==> config.mk <==
export PLATFORM = sky130hd
export DESIGN_NAME = main_ctr_fsm
export DESIGN_NICKNAME = d
export VERILOG_FILES = /design/src/rtl/main_ctr_fsm.sv
export SDC_FILE = /design/constraint.sdc
export NUM_CORES = 1
export LEC_CHECK = 0
export ABC_CLOCK_PERIOD_IN_PS = 2000
export BUFFER_PORTS_ARGS = -buffer_cell sky130_fd_sc_hd__buf_4
export CAP_MARGIN = 25
export CORE_MARGIN = 8
export CORE_UTILIZATION = 46
export CTS_CLUSTER_DIAMETER = 30
export DETAILED_ROUTE_END_ITERATION = 8
export PLACE_DENSITY_LB_ADDON = 0.12
export SETUP_SLACK_MARGIN = 0.4
export SKIP_LAST_GASP = 1
export SLEW_MARGIN = 10
export SYNTH_ARGS = -nofsm -noshare
export SYNTH_HDL_FRONTEND = slang
export SYNTH_SLANG_ARGS = --single-unit
==> constraint.sdc <==
create_clock -name clk -period 2 [get_ports clk]
set_input_delay 0.2 -clock clk [delete_from_list [all_inputs] [get_ports clk]]
set_output_delay 0.2 -clock clk [all_outputs]
set_load 0.01 [all_outputs]
==> src/rtl/main_ctr_fsm.sv <==
// Multicycle MIPS main control FSM: fetch/decode/execute/memory/writeback.
// Define MAIN_CTR_ADDI_EN to add the addi path (ADDI_EX, ADDI_WB).
module main_ctr_fsm #(
    parameter int FETCH_IDLE_PC = 0
) (
    input  logic       clk,
    input  logic       reset,
    input  logic [5:0] opcode,
    input  logic       zero,
    input  logic       memReady,
    output logic [1:0] aluOp,
    output logic       aluSrcA,
    output logic [1:0] aluSrcB,
    output logic [1:0] pcSource,
    output logic       iorD,
    output logic       memRead,
    output logic       memWrite,
    output logic       irWrite,
    output logic       pcWrite,
    output logic       pcWriteCond,
    output logic       regDst,
    output logic       memToReg,
    output logic       regWrite,
    output logic       illegalOp,
    output logic [3:0] state
);

    localparam logic [3:0] S_FETCH  = 4'd0;
    localparam logic [3:0] S_DECODE = 4'd1;
    localparam logic [3:0] S_MEMADR = 4'd2;
    localparam logic [3:0] S_MEMRD  = 4'd3;
    localparam logic [3:0] S_MEMWB  = 4'd4;
    localparam logic [3:0] S_MEMWR  = 4'd5;
    localparam logic [3:0] S_EXEC   = 4'd6;
    localparam logic [3:0] S_RWB    = 4'd7;
    localparam logic [3:0] S_BRANCH = 4'd8;
    localparam logic [3:0] S_JUMP   = 4'd9;
`ifdef MAIN_CTR_ADDI_EN
    localparam logic [3:0] S_ADDI_EX = 4'd10;
    localparam logic [3:0] S_ADDI_WB = 4'd11;
    localparam logic [5:0] OP_ADDI   = 6'b001000;
`endif

    localparam logic [5:0] OP_RTYPE = 6'b000000;
    localparam logic [5:0] OP_LW    = 6'b100011;
    localparam logic [5:0] OP_SW    = 6'b101011;
    localparam logic [5:0] OP_BEQ   = 6'b000100;
    localparam logic [5:0] OP_J     = 6'b000010;

    logic [3:0] state_q, state_d;
    logic [5:0] opc_q, opc_d;

    // The branch decision on zero is made in the datapath, not here.
    logic zero_unused;
    assign zero_unused = zero;

    assign state = state_q;

    always_ff @(posedge clk or posedge reset) begin
        if (reset) begin
            state_q <= S_FETCH;
            opc_q   <= '0;
        end else begin
            state_q <= state_d;
            opc_q   <= opc_d;
        end
    end

    always_comb begin
        state_d     = state_q;
        opc_d       = opc_q;
        aluOp       = 2'b00;
        aluSrcA     = 1'b0;
        aluSrcB     = 2'b00;
        pcSource    = 2'b00;
        iorD        = 1'b0;
        memRead     = 1'b0;
        memWrite    = 1'b0;
        irWrite     = 1'b0;
        pcWrite     = 1'b0;
        pcWriteCond = 1'b0;
        regDst      = 1'b0;
        memToReg    = 1'b0;
        regWrite    = 1'b0;
        illegalOp   = 1'b0;

        case (state_q)
            S_FETCH: begin
                memRead = 1'b1;
                aluSrcB = 2'b01;
                irWrite = memReady;
                pcWrite = (FETCH_IDLE_PC != 0) ? memReady : 1'b1;
                if (memReady) state_d = S_DECODE;
            end
            S_DECODE: begin
                aluSrcB = 2'b11;
                opc_d   = opcode;
                case (opcode)
                    OP_RTYPE:     state_d = S_EXEC;
                    OP_LW, OP_SW: state_d = S_MEMADR;
                    OP_BEQ:       state_d = S_BRANCH;
                    OP_J:         state_d = S_JUMP;
`ifdef MAIN_CTR_ADDI_EN
                    OP_ADDI:      state_d = S_ADDI_EX;
`endif
                    default: begin
                        illegalOp = 1'b1;
                        state_d   = S_FETCH;
                    end
                endcase
            end
            S_MEMADR: begin
                aluSrcA = 1'b1;
                aluSrcB = 2'b10;
                // Uses the opcode captured in DECODE; the IR may have moved on.
                if (opc_q == OP_LW)      state_d = S_MEMRD;
                else if (opc_q == OP_SW) state_d = S_MEMWR;
                else                     state_d = S_FETCH;
            end
            S_MEMRD: begin
                memRead = 1'b1;
                iorD    = 1'b1;
                if (memReady) state_d = S_MEMWB;
            end
            S_MEMWB: begin
                regWrite = 1'b1;
                memToReg = 1'b1;
                state_d  = S_FETCH;
            end
            S_MEMWR: begin
                memWrite = 1'b1;
                iorD     = 1'b1;
                if (memReady) state_d = S_FETCH;
            end
            S_EXEC: begin
                aluSrcA = 1'b1;
                aluOp   = 2'b10;
                state_d = S_RWB;
            end
            S_RWB: begin
                regWrite = 1'b1;
                regDst   = 1'b1;
                state_d  = S_FETCH;
            end
            S_BRANCH: begin
                aluSrcA     = 1'b1;
                aluOp       = 2'b01;
                pcWriteCond = 1'b1;
                pcSource    = 2'b01;
                state_d     = S_FETCH;
            end
            S_JUMP: begin
                pcWrite  = 1'b1;
                pcSource = 2'b10;
                state_d  = S_FETCH;
            end
`ifdef MAIN_CTR_ADDI_EN
            S_ADDI_EX: begin
                aluSrcA = 1'b1;
                aluSrcB = 2'b10;
                state_d = S_ADDI_WB;
            end
            S_ADDI_WB: begin
                regWrite = 1'b1;
                state_d  = S_FETCH;
            end
`endif
            default: state_d = S_FETCH;
        endcase

        // State is already FETCH under reset; keep every write strobe quiet too.
        if (reset) begin
            irWrite     = 1'b0;
            pcWrite     = 1'b0;
            memWrite    = 1'b0;
            regWrite    = 1'b0;
            pcWriteCond = 1'b0;
            illegalOp   = 1'b0;
        end
    end

endmodule

==> impl_table.tex <==
\begin{tabular}{lr}
\hline
Metric & Value \\
\hline
\multicolumn{2}{l}{\textbf{Run status}} \\
\quad Result of the run & finished clean \\
\multicolumn{2}{l}{\textbf{Worst setup path}} \\
\quad CP arrival & roughly 1.6 ns \\
\quad Crit Path Class & reg -> out \\
\quad Worst-case reg-to-reg path depth & 5 \\
\quad Biggest fanout along the worst timing path & 4 \\
\quad Type of origin of the critical path & flip-flop \\
\quad Crit Reg-Reg Endpoint & state[0] \\
\quad Req. time, crit path & about 1.8 ns \\
\quad Setup slack of the worst register-to-register path & 0.29 ns \\
\quad Critical Path End Type & output pin \\
\quad CP startpoint & state[3] \\
\quad Reg2Reg Launch Point & state[3] \\
\multicolumn{2}{l}{\textbf{Detailed routing}} \\
\quad Total wirelength of the detailed-routed design & roughly 2.6 mm \\
\quad DR WL/cell & 16.69 µm \\
\quad Antenna-violating nets left & 0 \\
\quad Post-detailed-route DRC marker count & 0 \\
\quad Number of detailed-routing iterations run before antenna repair & 4 \\
\quad Vias per Instance & 5.516 \\
\quad Total number of vias & 844 \\
\quad Detailed Route Iter0 Violations & 27 \\
\multicolumn{2}{l}{\textbf{Finish}} \\
\quad Fillers & 89 \\
\quad Relative area change from synthesis to final layout & 67.34\% \\
\quad Number of diodes & 0 \\
\quad Seq. cell area & 250.2 µm² \\
\quad Fraction of final layout cells sized beyond drive strength 1 & 54.01\% \\
\quad Layout Nets & 148 \\
\quad Area of combinational cells with multiple inputs & 561.8 µm² \\
\multicolumn{2}{l}{\textbf{Floorplanning}} \\
\quad Die area & 0.003158 mm² \\
\quad Overall die width & 56.20 µm \\
\quad Effective utilization at floorplan & 49.34\% \\
\quad Num ports & 31 \\
\quad Core Region & 0.001506 mm² \\
\quad Y dimension of the die & 56.20 µm \\
\quad Placement row count & 14 \\
\multicolumn{2}{l}{\textbf{Clock network}} \\
\quad Clock Path Buffers & 2 \\
\quad CTS tree & done \\
\quad CTS H-tree depth & 1 \\
\quad Number of buffers added by the clock tree synthesis step & 3 \\
\quad Sinks on the clock net & 10 \\
\quad CTS clk-pin slew, worst paths & 0.07 ns \\
\quad Clock network latency to the later pin of the worst-skew pair & 0.26 ns \\
\quad Cts-stage hold buffer count & 0 \\
\quad Clock Root Buffer & sky130\_fd\_sc\_hd\_\_clkbuf\_4 \\
\multicolumn{2}{l}{\textbf{Power and ir drop}} \\
\quad Clock power frac & 14.9\% \\
\quad Pint & $\sim$720 µW \\
\quad Pwr Density & 972.0 mW/mm² \\
\quad Switch share & about 40\% \\
\quad Static Leak & $\sim$0.0006 µW \\
\quad Worst-case vdd ir drop & 790.1 µV \\
\quad Switch Pwr & 485.7 µW \\
\quad Share of power burned in combinational logic & 59.2\% \\
\quad Seq pwr share & 25.9\% \\
\multicolumn{2}{l}{\textbf{Timing}} \\
\quad Max Transition Viols Final & 0 \\
\quad Slew Limit Headroom & 69.92\% \\
\quad Count of endpoints failing setup in the final report & 0 \\
\quad Minimum clock period after layout & between 1.5 and 2 ns \\
\quad Clock Skew & 0.0007532 ns \\
\quad Number of failing hold endpoints at the final stage & 0 \\
\quad Final-layout worst hold slack & $\sim$0.0076 ns \\
\quad Setup repair after global routing missed its margin & yes \\
\quad Total negative slack for setup checks & 0 ns \\
\quad Least-Margin Pin Slew & 0.4466 ns \\
\quad Max frequency & 559.0 MHz \\
\quad Final period util & 89.44\% \\
\multicolumn{2}{l}{\textbf{Place}} \\
\quad Post-detail-place hpwl & $\sim$1.6 mm \\
\quad Routability congestion estimate & 0.7530 \\
\quad Count of input and output buffers & 29 \\
\multicolumn{2}{l}{\textbf{Logic synthesis}} \\
\quad Share of the synthesized area in the top cell type & 33.67\% \\
\quad Post-synthesis cell count & 96 \\
\quad Syn\_nets & 106 \\
\quad Cell taking the most area after synthesis & sky130\_fd\_sc\_hd\_\_dfrtp\_1 \\
\quad Area contributors post-synth & sky130\_fd\_sc\_hd\_\_dfrtp\_1 34\%, sky130\_fd\_sc\_hd\_\_nand2\_1 9.1\%, sky130\_fd\_sc\_hd\_\_nor3\_1 5.4\% \\
\quad Flip-flop and latch count after synthesis & 10 \\
\quad Synthesized cell area & roughly 740 µm² \\
\quad Number of warnings printed during yosys synthesis & 0 \\
\quad Cell variety after synth & 34 \\
\quad Sequential area share after synthesis & 33.67\% \\
\quad Synthesized area divided by synthesized cell count & roughly 7.7 µm² \\
\multicolumn{2}{l}{\textbf{GRT}} \\
\quad GR Util All Layers & 14.15\% \\
\quad Wire length of the first global-routing pass & 3.829 mm \\
\quad Vias in the first global route & between 800 and 900 \\
\quad GRT Residual Overflow & 0 \\
\quad Antenna violations before repair & 0 \\
\quad Pin count of the biggest net entering global routing & 16 \\
\multicolumn{2}{l}{\textbf{Flow run}} \\
\quad Max Cap Viol & 0 \\
\multicolumn{2}{l}{\textbf{Worst hold path}} \\
\quad Hold/Removal Path Class & in -> async \\
\hline
\end{tabular}
[cells by family after synthesis]
logic type | count (synthesis) | share of synthesized area [%]
AOI/OAI and AO/OA | 13 | 12.79
DFF | 10 | 33.67
and+or+nand+nor | 59 | 41.75
buffers and inverters | 11 | 8.248
xor gates and xnor gates | 3 | 3.536
[metrics by stage]
step | total power [µW] | setup WS (ns) | util (%) | cells | area (µm²)
6_report | 1209 | 0.2112 | 82.56 | 153 | 1244
5_1_grt | 1293 | 0.1764 | 82.56 | 153 | 1244
4_1_cts | 1109 | 0.2303 | 76.50 | 150 | 1152
3_5_place_dp | 871.0 | 0.3162 | 66.61 | 139 | 1003
3_3_place_gp | 855.3 | 0.3371 | 66.61 | 139 | 1003
2_1_floorplan | 695.6 | 0.1975 | - | 96 | 784.5
[area by class of cell]
type                    count  share of cell area (%)
clock buffers               4                   2.918
inverters                   4                   1.207
multi-input cells          75                   45.17
flip-flops and latches     10                   20.12
well taps                  16                   1.610
repair buffers             44                   28.97
[how the worst max path moves through the flow]
stage | slack [ns] | to | cells past startpoint
floorplan | 0.20 | illegalOp | 6
finish | 0.21 | illegalOp | 4
global route | 0.18 | illegalOp | 4
detailed placement | 0.32 | illegalOp | 4
CTS | 0.23 | illegalOp | 4
global placement | 0.34 | illegalOp | 4
[power groups by stage]
stage / logic [µW] / registers [µW] / clock network, µW
floorplan: 376 / 320 / 0
global route: 778 / 318 / 197
finish: 715 / 313 / 180
CTS: 619 / 308 / 182
global placement: 546 / 309 / 0
detailed placement: 558 / 313 / 0
[cell usage after synthesis]
library cell,number
sky130_fd_sc_hd__nand2_1,18
sky130_fd_sc_hd__dfrtp_1,10
sky130_fd_sc_hd__nor2_1,10
sky130_fd_sc_hd__nor3_1,8
sky130_fd_sc_hd__o21ai_0,5
sky130_fd_sc_hd__inv_1,4
sky130_fd_sc_hd__nand2b_1,4
sky130_fd_sc_hd__clkbuf_1,3
sky130_fd_sc_hd__a21oi_1,2
sky130_fd_sc_hd__a221o_1,2
sky130_fd_sc_hd__buf_6,2
sky130_fd_sc_hd__nand3_1,2
sky130_fd_sc_hd__nor2b_1,2
sky130_fd_sc_hd__nor4_1,2
sky130_fd_sc_hd__or3_2,2
sky130_fd_sc_hd__xor2_1,2
sky130_fd_sc_hd__a2111oi_1,1
sky130_fd_sc_hd__a21o_1,1
sky130_fd_sc_hd__a221oi_2,1
sky130_fd_sc_hd__and2_1,1
sky130_fd_sc_hd__and2b_2,1
sky130_fd_sc_hd__and3b_2,1
sky130_fd_sc_hd__buf_2,1
sky130_fd_sc_hd__buf_4,1
sky130_fd_sc_hd__nand3b_1,1
sky130_fd_sc_hd__nor3b_1,1
sky130_fd_sc_hd__nor4_2,1
sky130_fd_sc_hd__o211ai_1,1
sky130_fd_sc_hd__or2_1,1
sky130_fd_sc_hd__or2_2,1
sky130_fd_sc_hd__or2b_1,1
sky130_fd_sc_hd__or3_1,1
sky130_fd_sc_hd__or4_4,1
sky130_fd_sc_hd__xnor2_1,1
[cell usage in the layout (no fill, tap or decap), drive strengths merged, types with 3 or more instances in the layout]
master	count
dfrtp	10
buf	44
clkbuf	4
inv	4
nor4	3
o21ai	5
nand2	18
nand2b	4
nor2	10
or3	3
nor3	8
[sequential cells by signal, summed over array words and instances, names as in the netlist]
name,flops
opc_q,6
state,4
[routing by layer]
layer  GRT usage (%)  routed length (µm)  up-vias
met5               0                   0        -
met4           3.093                  13        0
met3           4.338                 226        4
met2           25.20                1332       38
met1           15.92                 981      394
li1                -                   -      408
[worst max-delay path, cell delays in order (launching register included)]
cell and delay, ns:
sky130_fd_sc_hd__dfrtp_1 0.41, sky130_fd_sc_hd__or2_4 0.29, sky130_fd_sc_hd__or2_4 0.26, sky130_fd_sc_hd__a2111oi_4 0.20, sky130_fd_sc_hd__buf_4 0.18
[timing repair]
item	4_1_cts	5_1_grt
resized for setup	15	15
setup endpoints to repair	8	20
cloned	0	0
pin swaps	5	3
setup buffers	7	3
(Power assumes the default switching activity.)
